`src/rtl/led_display_sched.sv`:
```
// Round-robin time-sharing of the 8-bit LED bank between four pattern sources,
// with a millisecond dwell/blank schedule. Optional build macro: LED_SCHED_OVERRIDE_EN.
module led_display_sched #(
    parameter int   CLK_IN_MHZ   = 125,
    parameter logic LED_POLARITY = 1'b0,
    parameter int   DWELL_MS     = 2000,
    parameter int   BLANK_MS     = 50
) (
    input  logic        clk_i,
    input  logic        rstn_i,
    input  logic [3:0]  req_i,
    input  logic [31:0] pattern_i,
    input  logic        next_i,
    output logic [7:0]  led_display_o,
    output logic [3:0]  grant_o,
    output logic [1:0]  owner_o
);

    localparam int TICK_CYC = CLK_IN_MHZ * 1000;
    localparam int PW       = (TICK_CYC > 1) ? $clog2(TICK_CYC) : 1;
    localparam int DW       = (DWELL_MS > 0) ? $clog2(DWELL_MS + 1) : 1;
    localparam int BW       = (BLANK_MS > 0) ? $clog2(BLANK_MS + 1) : 1;

    localparam logic [PW-1:0] PRESC_LAST = PW'(TICK_CYC - 1);
    localparam logic [DW-1:0] DWELL_LAST = DW'(DWELL_MS - 1);
    localparam logic [BW-1:0] BLANK_LAST = (BLANK_MS > 0) ? BW'(BLANK_MS - 1) : '0;
    localparam logic [7:0]    LED_OFF    = LED_POLARITY ? 8'h00 : 8'hFF;

    typedef enum logic [1:0] {
        ST_IDLE  = 2'd0,
        ST_SHOW  = 2'd1,
        ST_BLANK = 2'd2
    } state_e;

    state_e        state_q, state_d;
    logic [1:0]    cur_q, cur_d;
    logic [DW-1:0] dwell_q, dwell_d;
    logic [BW-1:0] blank_q, blank_d;
    logic [PW-1:0] presc_q, presc_d;
    logic [7:0]    led_q, led_d;

    logic       tick;
    logic       any_req;
    logic       others_req;
    logic       advance;
    logic [1:0] pick_idx;
    logic [7:0] show_pattern;

    // First requester scanning cur+1, cur+2, cur+3 and finally cur itself.
    function automatic logic [1:0] pick(input logic [1:0] cur, input logic [3:0] req);
        logic [1:0] idx;
        logic [1:0] res;
        logic       found;
        res   = cur;
        found = 1'b0;
        for (int k = 1; k <= 4; k++) begin
            idx = cur + 2'(k);
            if (!found && req[idx]) begin
                res   = idx;
                found = 1'b1;
            end
        end
        return res;
    endfunction

    always_comb begin
        tick       = (presc_q == PRESC_LAST);
        presc_d    = tick ? '0 : presc_q + PW'(1);
        any_req    = |req_i;
        others_req = |(req_i & ~(4'b0001 << cur_q));
        advance    = (tick && (dwell_q == DWELL_LAST)) || next_i;
        pick_idx   = pick(cur_q, req_i);

        state_d = state_q;
        cur_d   = cur_q;
        dwell_d = dwell_q;
        blank_d = blank_q;

        case (state_q)
            ST_IDLE: begin
                if (any_req) begin
                    state_d = ST_SHOW;
                    cur_d   = pick_idx;
                    dwell_d = '0;
                end
            end
            ST_SHOW: begin
                if (!req_i[cur_q]) begin
                    if (BLANK_MS > 0) begin
                        state_d = ST_BLANK;
                        blank_d = '0;
                    end else if (any_req) begin
                        cur_d   = pick_idx;
                        dwell_d = '0;
                    end else begin
                        state_d = ST_IDLE;
                    end
                end else if (advance) begin
                    // A lone requester keeps the display without a blank gap.
                    if (others_req && (BLANK_MS > 0)) begin
                        state_d = ST_BLANK;
                        blank_d = '0;
                    end else if (others_req) begin
                        cur_d   = pick_idx;
                        dwell_d = '0;
                    end else begin
                        dwell_d = '0;
                    end
                end else if (tick) begin
                    dwell_d = dwell_q + DW'(1);
                end
            end
            ST_BLANK: begin
                if (tick) begin
                    if (blank_q == BLANK_LAST) begin
                        if (any_req) begin
                            state_d = ST_SHOW;
                            cur_d   = pick_idx;
                            dwell_d = '0;
                        end else begin
                            state_d = ST_IDLE;
                        end
                    end else begin
                        blank_d = blank_q + BW'(1);
                    end
                end
            end
            default: begin
                state_d = ST_IDLE;
            end
        endcase

`ifdef LED_SCHED_OVERRIDE_EN
        // Source 0 pre-empts everything while held; dwell restarts every cycle.
        if (req_i[0]) begin
            state_d = ST_SHOW;
            cur_d   = 2'd0;
            dwell_d = '0;
        end
`endif

        show_pattern = pattern_i[{cur_q, 3'b000} +: 8];
        led_d        = (state_q == ST_SHOW) ? show_pattern : 8'h00;
        if (!LED_POLARITY) begin
            led_d = ~led_d;
        end
    end

    always_ff @(posedge clk_i or negedge rstn_i) begin
        if (!rstn_i) begin
            state_q <= ST_IDLE;
            cur_q   <= 2'd3;
            dwell_q <= '0;
            blank_q <= '0;
            presc_q <= '0;
            led_q   <= LED_OFF;
        end else begin
            state_q <= state_d;
            cur_q   <= cur_d;
            dwell_q <= dwell_d;
            blank_q <= blank_d;
            presc_q <= presc_d;
            led_q   <= led_d;
        end
    end

    assign led_display_o = led_q;
    assign grant_o       = (state_q == ST_SHOW) ? (4'b0001 << cur_q) : 4'b0000;
    assign owner_o       = cur_q;

endmodule

```
`config.mk`:
```
export PLATFORM = sky130hd
export DESIGN_NAME = led_display_sched
export DESIGN_NICKNAME = d
export VERILOG_FILES = /design/src/rtl/led_display_sched.sv
export SDC_FILE = /design/constraint.sdc
export NUM_CORES = 1
export LEC_CHECK = 0
export BUFFER_PORTS_ARGS = -buffer_cell sky130_fd_sc_hd__buf_2
export CAP_MARGIN = 10
export CORE_MARGIN = 2
export CORE_UTILIZATION = 50
export CTS_CLUSTER_DIAMETER = 200
export DETAILED_ROUTE_END_ITERATION = 6
export PLACE_DENSITY_LB_ADDON = 0.2
export SLEW_MARGIN = 40
export SYNTH_ARGS = -nofsm -noshare
export SYNTH_HDL_FRONTEND = slang
export SYNTH_SLANG_ARGS = --single-unit
```
`constraint.sdc`:
```
create_clock -name clk_i -period 8 [get_ports clk_i]
set_clock_uncertainty 0.15 [all_clocks]
set_input_delay 0.8 -clock clk_i [delete_from_list [all_inputs] [get_ports clk_i]]
set_output_delay 0.8 -clock clk_i [all_outputs]
set_load 0.02 [all_outputs]
```
==> results of run 1 <==
-- where the power goes --
group | internal [mW] | total, mW | switching (mW)
combinational | 0.0135 | 0.0263 | 0.0128
clock | 0.0937 | 0.174 | 0.0803
sequential | 0.234 | 0.235 | 0.00124
-- critical path, delay by kind of cell, from the launching register on --
kind	cells	cell delay, ns
buffers and inverters	1	0.19
DFF	1	0.85
AOI/OAI and AO/OA	4	0.88
adders and majority gates	1	0.24
and+or+nand+nor	2	0.55
-- cell families after synthesis --
family | synth area share
muxes | 0.0890
buffers and inverters | 0.0330
DFF | 0.420
AOI/OAI and AO/OA | 0.128
adders and majority gates | 0.0361
and+or+nand+nor | 0.243
xor gates and xnor gates | 0.0506
-- worst max-delay path by stage --
stage	cells past startpoint	from	end	slack (ns)
6_report	8	owner_o[0]	dwell_q[7]	5.01
5_1_grt	8	owner_o[0]	dwell_q[7]	4.72
4_1_cts	8	owner_o[0]	dwell_q[7]	4.99
3_5_place_dp	8	owner_o[0]	dwell_q[7]	5.01
3_3_place_gp	8	owner_o[0]	dwell_q[2]	5.08
2_1_floorplan	10	owner_o[0]	dwell_q[5]	5.35
-- stage by stage --
step                total power [mW]  setup slack [ns]
floorplan                      0.251              5.35
global placement               0.266              5.08
detailed placement             0.266              5.01
CTS                            0.442              4.99
global route                   0.455              4.72
finish                         0.435              5.01
-- layout make-up --
class	instances	area, um2	area share
Clock buffer	5	68.8	0.0216
Clock inverter	3	43.8	0.0138
Inverter	8	30.0	0.00944
Multi-Input combinational cell	210	1520	0.479
Sequential cell	46	1160	0.366
Tap cell	72	90.1	0.0283
Timing Repair Buffer	52	263	0.0826
-- placed cells by master, fill, tap and decap left out, types with 9 or more instances in the layout --
master    synthesis  layout
buf_2             4      51
dfrtp_1          36      36
nor2_1           26      26
nand2_1          24      24
o21ai_0          21      21
nand3_1          14      14
a21oi_1          12      12
xnor2_1          11      11
mux4_2           10      10
dfstp_2          10      10
nand2b_1          9       9
-- routing by layer --
metal,global-route usage,up-vias
met2,0.359,15
met3,0.0322,7
met4,0.0702,0
li1,-,1091
met1,0.239,1063
met5,0,-
-- flip-flops by register name, indices dropped and copies added, names as in the netlist --
register,cells
presc_q,17
dwell_q,11
owner_o,2
state_q,2
led_display_o,8
blank_q,6
-- synthesized netlist by cell type, drive strengths merged (4+ instances only) --
| master | n | area [um2] |
|---|---|---|
| or3 | 4 | 25.0 |
| clkbuf | 4 | 15.0 |
| o21ai | 22 | 110 |
| xor2 | 5 | 43.8 |
| dfstp | 10 | 263 |
| and3 | 7 | 43.8 |
| inv | 8 | 30.0 |
| buf | 7 | 46.3 |
| nor2 | 26 | 97.6 |
| mux4 | 10 | 225 |
| dfrtp | 36 | 901 |
| nor3 | 7 | 35.0 |
| a21oi | 12 | 60.1 |
| ha | 8 | 100 |
| xnor2 | 11 | 96.3 |
| nand2b | 9 | 56.3 |
| and2 | 6 | 37.5 |
| nand2 | 24 | 90.1 |
| nand3 | 14 | 70.1 |
| o31ai | 7 | 52.6 |
==> results.yml, run 1 <==
cells_and_area:
  insertedDiodeCount: 0
  fin_cells: 396
  layout.nets: 370
  design_area_um2: 3180
  drive_above_1_share: 0.278
  utilization: 0.585
  num-fill-cells: 477
  syn_to_final_growth_pct: 14.9
routing:
  wl_met2_mm: 2.95
  vias_per_cell: 5.49
  top_layer_used: "met4"
  first_pass_iters: 4
  antenna_left: 0
  drc: 0
  routedWlPerCell_um: 14.1
  drt_iter0_markers: 49
  met1_length_mm: 2.46
  totalWireLength_mm: 5.59
  route.met3.wl_um: 100
  vias: 2176
worst_setup_path:
  reg2regPathDepth: 8
  slowest_stage: "dfstp_2"
  reg2reg_setup_slack_ns: 5.01
  critPathKind: "register to register"
  r2r_end: "dwell_q[7]"
  crit_arrival_ns: 3.01
  path_max_fanout: 20
  r2r-start: "owner_o[0]"
  worstPathRequired_ns: 8.02
  cp-start-kind: "register"
  cp-end-kind: "register"
  max_stage_delay_ns: 0.85
  cp_cell_sequence: "inv_1 > ha_1 > nand2b_1 > o2111a_1 > a221o_1 > o2111ai_2 > or2_1 > o21ai_0"
clocking:
  cts_tree: "done"
  cts_sinks: 46
  cts_resized: 0
  cts-htree-levels: 2
  cts_buffers: 5
  postCtsHoldBufs: 0
  cts_buffer_depth: 2
  clkLatencyLatePin_ns: 0.30
  root_buffer: "clkbuf_8"
  clk_pin_slew_ns: 0.09
  post_cts_buffers: 0
global_routing:
  grt_max_degree: 47
  grt_remaining_overflow: 0
  antenna_found_initial: 0
  grt_usage: 0.199
  grt_pass1_wl_mm: 9.76
  first_global_vias: 2162
run_status:
  status: "complete, no violations"
floorplan:
  ios: 53
  die_h_um: 78.4
  fp.dieW_um: 78.4
  core.rowCount: 27
  core_um2: 5440
  start_util: 0.509
  die_area_um2: 6150
sta:
  worst_pin_slew_ns: 0.691
  rsz0062_at_grt: "no"
  final-hold-violation-count: 0
  min_period_ns: 2.99
  setup_violations: 0
  period_share: 0.374
  tns_ns: 0
  slew_violations: 0
  max_freq_mhz: 334
  max-slew-margin-rel: 0.536
  holdWs_ns: 0.339
hold_path:
  hp-class: "input port to async pin"
logic_synthesis:
  synth_area_um2: 2770
  syn_avg_cell_area_um2: 10.1
  synth_nets: 322
  async_flop_share: 1.00
  ys_seq_area_frac: 0.420
  synthCells: 275
  yosys_most_used_dff: "dfrtp_1"
  ys_ff_latch: 46
  ys_warn_count: 0
  synth_edf_count: 0
  synthDistinctLibCells: 55
placement:
  place_area_um2: 3070
  post-dp-hpwl_mm: 4.10
  io_buffers: 52
  gp_congestion: 0.772
  dp.cells: 388
job:
  drv_cap: 0
power:
  ir_worst_vdd_mv: 0.0766
  power.leakage_nw: 1.39
  cellPowerDensity_nw_per_um2: 137
Note: power is estimated with default switching activity, not from simulation.
==> inputs of run 2 (changes only) <==
clock period = 2.55 ns   (was 8 ns; I/O delays follow)
==> run 2 against run 1 <==
  * Clock power increased to 3.2 times the previous value
  * Final area increased by 2.3%
  * Total power increased to 3.2 times the previous value
  * Combinational power increased to 3.3 times the previous value
  * Count of clock-buffer cells in the layout unchanged
  * Critical endpoint is now blank_q[3]
==> results.yml, run 2 (synthesis results as in run 1) <==
routing:
  vias_per_cell: 5.51
  drc: 0
  routedWlPerCell_um: 14.5
  vias: 2238
  drt_iter0_markers: 96
  antenna_left: 0
  totalWireLength_mm: 5.87
  first_pass_iters: 4
clocking:
  clkLatencyLatePin_ns: 0.30
  cts_buffer_depth: 2
  root_buffer: "clkbuf_8"
  cts_buffers: 5
  cts-htree-levels: 2
  clk_pin_slew_ns: 0.09
  cts_tree: "done"
  cts_sinks: 46
sta:
  setup_violations: 0
  worst_pin_slew_ns: 0.331
  rsz0062_at_grt: "no"
  final-hold-violation-count: 0
  holdWs_ns: 0.134
  tns_ns: 0
  max_freq_mhz: 431
  slew_violations: 0
  max-slew-margin-rel: 0.776
  period_share: 0.910
  min_period_ns: 2.32
cells_and_area:
  layout.nets: 380
  multiInputGateArea_um2: 1520
  most-common-layout-cells: "buf_2, dfrtp_1, nor2_1"
  mostFrequentLayoutCell: "buf_2"
  syn_to_final_growth_pct: 17.5
  drive_above_1_share: 0.296
  regArea_um2: 1160
  num-fill-cells: 470
  insertedDiodeCount: 0
  largest_register: "presc_q"
  largest_register_ffs: 17
worst_setup_path:
  path_max_fanout: 9
  crit_arrival_ns: 2.39
  cp-end-kind: "register"
  r2r_end: "blank_q[3]"
  reg2regPathDepth: 6
  critPathKind: "register to register"
  r2r-start: "presc_q[0]"
  reg2reg_setup_slack_ns: 0.23
  worstPathRequired_ns: 2.62
  cp-start-kind: "register"
global_routing:
  grt_pass1_wl_mm: 10.3
  grt_usage: 0.211
  first_global_vias: 2243
  grt_remaining_overflow: 0
  grt_max_degree: 20
  antenna_found_initial: 0
floorplan:
  die_h_um: 78.4
  fp.dieW_um: 78.4
  start_util: 0.509
  die_area_um2: 6150
  core_um2: 5440
  ios: 53
  core.rowCount: 27
hold_path:
  hold_end: "led_display_o[7]"
  min_path_cells: 3
  hold_path.startpoint: "pattern_i[23]"
  hp-class: "input port to register"
power:
  power.leakage_nw: 1.44
  ir_worst_vdd_mv: 0.256
  cellPowerDensity_nw_per_um2: 423
placement:
  post-dp-hpwl_mm: 4.39
  io_buffers: 52
  gp_congestion: 0.806
job:
  drv_cap: 0
run_status:
  status: "complete, no violations"
-- run 2: routing by layer --
layer / share of wire / track usage / wire, um
met1: 0.48 / 0.286 / 2820
met2: 0.48 / 0.352 / 2840
met3: 0.025 / 0.0379 / 149
met4: 0.0099 / 0.0526 / 58
met5: 0 / 0 / 0
-- run 2: report_power, final --
part	total, mW	internal (mW)	switching (mW)	leakage (nW)
clock	0.552	0.294	0.258	0.0585
combinational	0.0881	0.0449	0.0432	0.804
sequential	0.738	0.734	0.00414	0.573
-- run 2: critical path, stage by stage (launching register included) --
cell	delay (ns)
dfrtp_1	0.41
ha_1	0.26
and4b_1	0.26
nand4_4	0.16
or3b_4	0.49
or3_1	0.36
a21oi_1	0.16
-- run 2: worst max-delay path by stage --
stage                from         end  slack, ns  depth (start not counted)
2_1_floorplan  owner_o[0]  dwell_q[5]       0.02                         10
3_3_place_gp   owner_o[0]  dwell_q[2]       0.19                          8
3_5_place_dp   owner_o[0]  dwell_q[2]       0.12                          8
4_1_cts        owner_o[0]  dwell_q[2]       0.11                          7
5_1_grt        presc_q[0]  dwell_q[5]       0.07                          7
6_report       presc_q[0]  blank_q[3]       0.23                          6
-- run 2: cell type report --
cell class | count | share of cell area
Sequential cell | 46 | 0.358
Clock buffer | 5 | 0.0211
Inverter | 8 | 0.00923
Clock inverter | 3 | 0.0135
Timing Repair Buffer | 62 | 0.104
Tap cell | 72 | 0.0277
Multi-Input combinational cell | 210 | 0.467
-- run 2: timing repair --
action / in CTS / in global routing
endpoints found under the setup margin: 0 / 7
endpoints found under the hold margin: 11 / 0
hold buffers: 1 / 0
gates resized for setup: 0 / 2
buffers inserted: 0 / 0
-- run 2: stage by stage --
stage | instances | area [um2] | utilization | setup WS [ns] | power [mW]
after detailed placement | 397 | 3130 | 0.575 | 0.123 | 0.840
after CTS | 406 | 3250 | 0.597 | 0.108 | 1.40
after global placement | 397 | 3130 | 0.575 | 0.186 | 0.836
after global routing | 406 | 3250 | 0.598 | 0.0697 | 1.43
final | 406 | 3250 | 0.598 | 0.229 | 1.38
after floorplan | 275 | 2770 | - | 0.0225 | 0.788
==> inputs of run 3 (changes only) <==
CORE_UTILIZATION = 35   (was 50)
==> run 3 against run 2 <==
  * Combinational power shrank 2%
  * Critical path depth is 1 higher
  * Count of clock-buffer cells in the layout is the same
  * Wire length barely moved
  * Core utilization down 17 points
  * Sequential cell count unchanged
  * Via count is 2.2% higher
  * Non-clock buffer count rose by 2
  * Final area grew 0.92%
  * Total power down 7.6%
  * Critical path type unchanged
  * Largest cell class unchanged
==> results.yml, run 3 (synthesis results as in run 1) <==
run_status:
  status: "complete, no violations"
cells_and_area:
  drive_above_1_share: 0.301
  layout.nets: 382
  num-fill-cells: 762
  largest_register: "presc_q"
  fin_cells: 438
  syn_to_final_growth_pct: 18.6
  most-common-layout-cells: "buf_2, dfrtp_1, nor2_1"
  insertedDiodeCount: 0
  mostFrequentLayoutCell: "buf_2"
  largest_register_ffs: 17
routing:
  drt_iter0_markers: 70
  routedWlPerCell_um: 13.4
  vias_per_cell: 5.22
  vias: 2287
  totalWireLength_mm: 5.87
  drc: 0
  antenna_left: 0
  first_pass_iters: 6
sta:
  slew_violations: 0
  setup_violations: 0
  tns_ns: 0
  worst_pin_slew_ns: 0.499
  rsz0062_at_grt: "no"
  final-hold-violation-count: 0
  period_share: 0.914
  final.setup.worst_slack_ns: 0.219
  holdWs_ns: 0.134
  max_freq_mhz: 429
  min_period_ns: 2.33
  max-slew-margin-rel: 0.667
placement:
  dp.cells: 429
  gp_congestion: 0.840
  post-dp-hpwl_mm: 4.34
  pre_cts_slack_ns: 0.0866
  io_buffers: 52
worst_setup_path:
  cp-end-kind: "register"
  worstPathRequired_ns: 2.61
  cp_cell_sequence: "ha_1 > and4b_1 > nand4_4 > o21bai_4 > o2111ai_2 > or2_4 > o41ai_2"
  slowest_stage: "dfrtp_1"
  critPathKind: "register to register"
  max_stage_delay_ns: 0.41
  cp-start-kind: "register"
  crit_arrival_ns: 2.39
  path_max_fanout: 10
power:
  power_mw: 1.27
  p_comb_frac: 0.068
  p_sw_mw: 0.301
  p_int_mw: 0.972
  ir_worst_vdd_mv: 0.198
  clkPwrFrac: 0.352
  cellPowerDensity_nw_per_um2: 388
  power.leakage_nw: 1.43
  sequentialPowerShare: 0.580
  swShare: 0.236
floorplan:
  start_util: 0.360
  die_h_um: 93.0
  core.rowCount: 32
  fp.dieW_um: 93.0
  ios: 53
  die_area_um2: 8640
  core_um2: 7690
clocking:
  cts_buffer_depth: 2
  cts_sinks: 46
  clkLatencyLatePin_ns: 0.30
  cts_buffers: 5
  clk_pin_slew_ns: 0.09
  post_cts_buffers: 0
  root_buffer: "clkbuf_8"
  cts-htree-levels: 2
  cts_tree: "done"
global_routing:
  grt_max_degree: 39
  first_global_vias: 2302
  grt_pass1_wl_mm: 10.8
  antenna_found_initial: 0
  grt_remaining_overflow: 0
  grt_usage: 0.152
job:
  drv_cap: 0
hold_path:
  hp-class: "input port to register"
run 3: cell types whose count changed in the layout (fill, tap and decap cells not counted):
cell       change
bufinv_16      -1
clkinv_2       +1
buf_2          -1
buf_4          +3
run 3: routing by layer:
metal  GRT usage  vias up  wire (um)
li1            -     1115          -
met4      0.0490        0         79
met3      0.0212        9        156
met1       0.203     1116       2790
met2       0.253       47       2840
met5           0        -          0
run 3: stage by stage:
stage,instance area [um2],util
after floorplan,2770,-
after global placement,3180,0.414
after detailed placement,3180,0.414
after CTS,3280,0.427
after global routing,3280,0.427
final,3280,0.427
run 3: power by group through the flow:
stage / registers (mW) / logic [mW] / clock network, mW
6_report: 0.738 / 0.0866 / 0.448
5_1_grt: 0.739 / 0.0979 / 0.506
3_3_place_gp: 0.751 / 0.0850 / 0
2_1_floorplan: 0.751 / 0.0372 / 0
4_1_cts: 0.738 / 0.0885 / 0.474
3_5_place_dp: 0.751 / 0.0871 / 0
run 3: critical path, delay by kind of cell, from the launching register on:
kind | cells | cell delay [ns]
simple gates | 3 | 0.75
compound gates | 3 | 0.66
flops | 1 | 0.41
fa+ha+maj | 1 | 0.26
run 3: worst paths after layout:
kind | startpoint | endpoint | slack (ns) | cells after the start
worst max-delay path | presc_q[0] | dwell_q[5] | 0.22 | 7
worst min-delay path | pattern_i[17] | led_display_o[1] | 0.13 | 3
worst max register to register | presc_q[0] | dwell_q[5] | 0.22 | 7
worst min register to register | dwell_q[10] | dwell_q[10] | 0.33 | 1
max in group asynchronous | rstn_i | owner_o[1] | 1.34 | 3
min in group asynchronous | rstn_i | presc_q[14] | 0.30 | 2
run 3: final cells by class:
| cell class | count | area [um2] | area share |
|---|---|---|---|
| Clock buffer | 5 | 68.8 | 0.0210 |
| Clock inverter | 3 | 18.8 | 0.00571 |
| Inverter | 8 | 30.0 | 0.00914 |
| Multi-Input combinational cell | 210 | 1520 | 0.463 |
| Sequential cell | 46 | 1160 | 0.354 |
| Tap cell | 102 | 128 | 0.0389 |
| Timing Repair Buffer | 64 | 355 | 0.108 |
run 3: repair_timing:
item / in CTS / in global routing
resized for setup: 0 / 2
setup endpoints to repair: 0 / 11
hold buffers: 1 / 0
endpoints found under the hold margin: 36 / 0
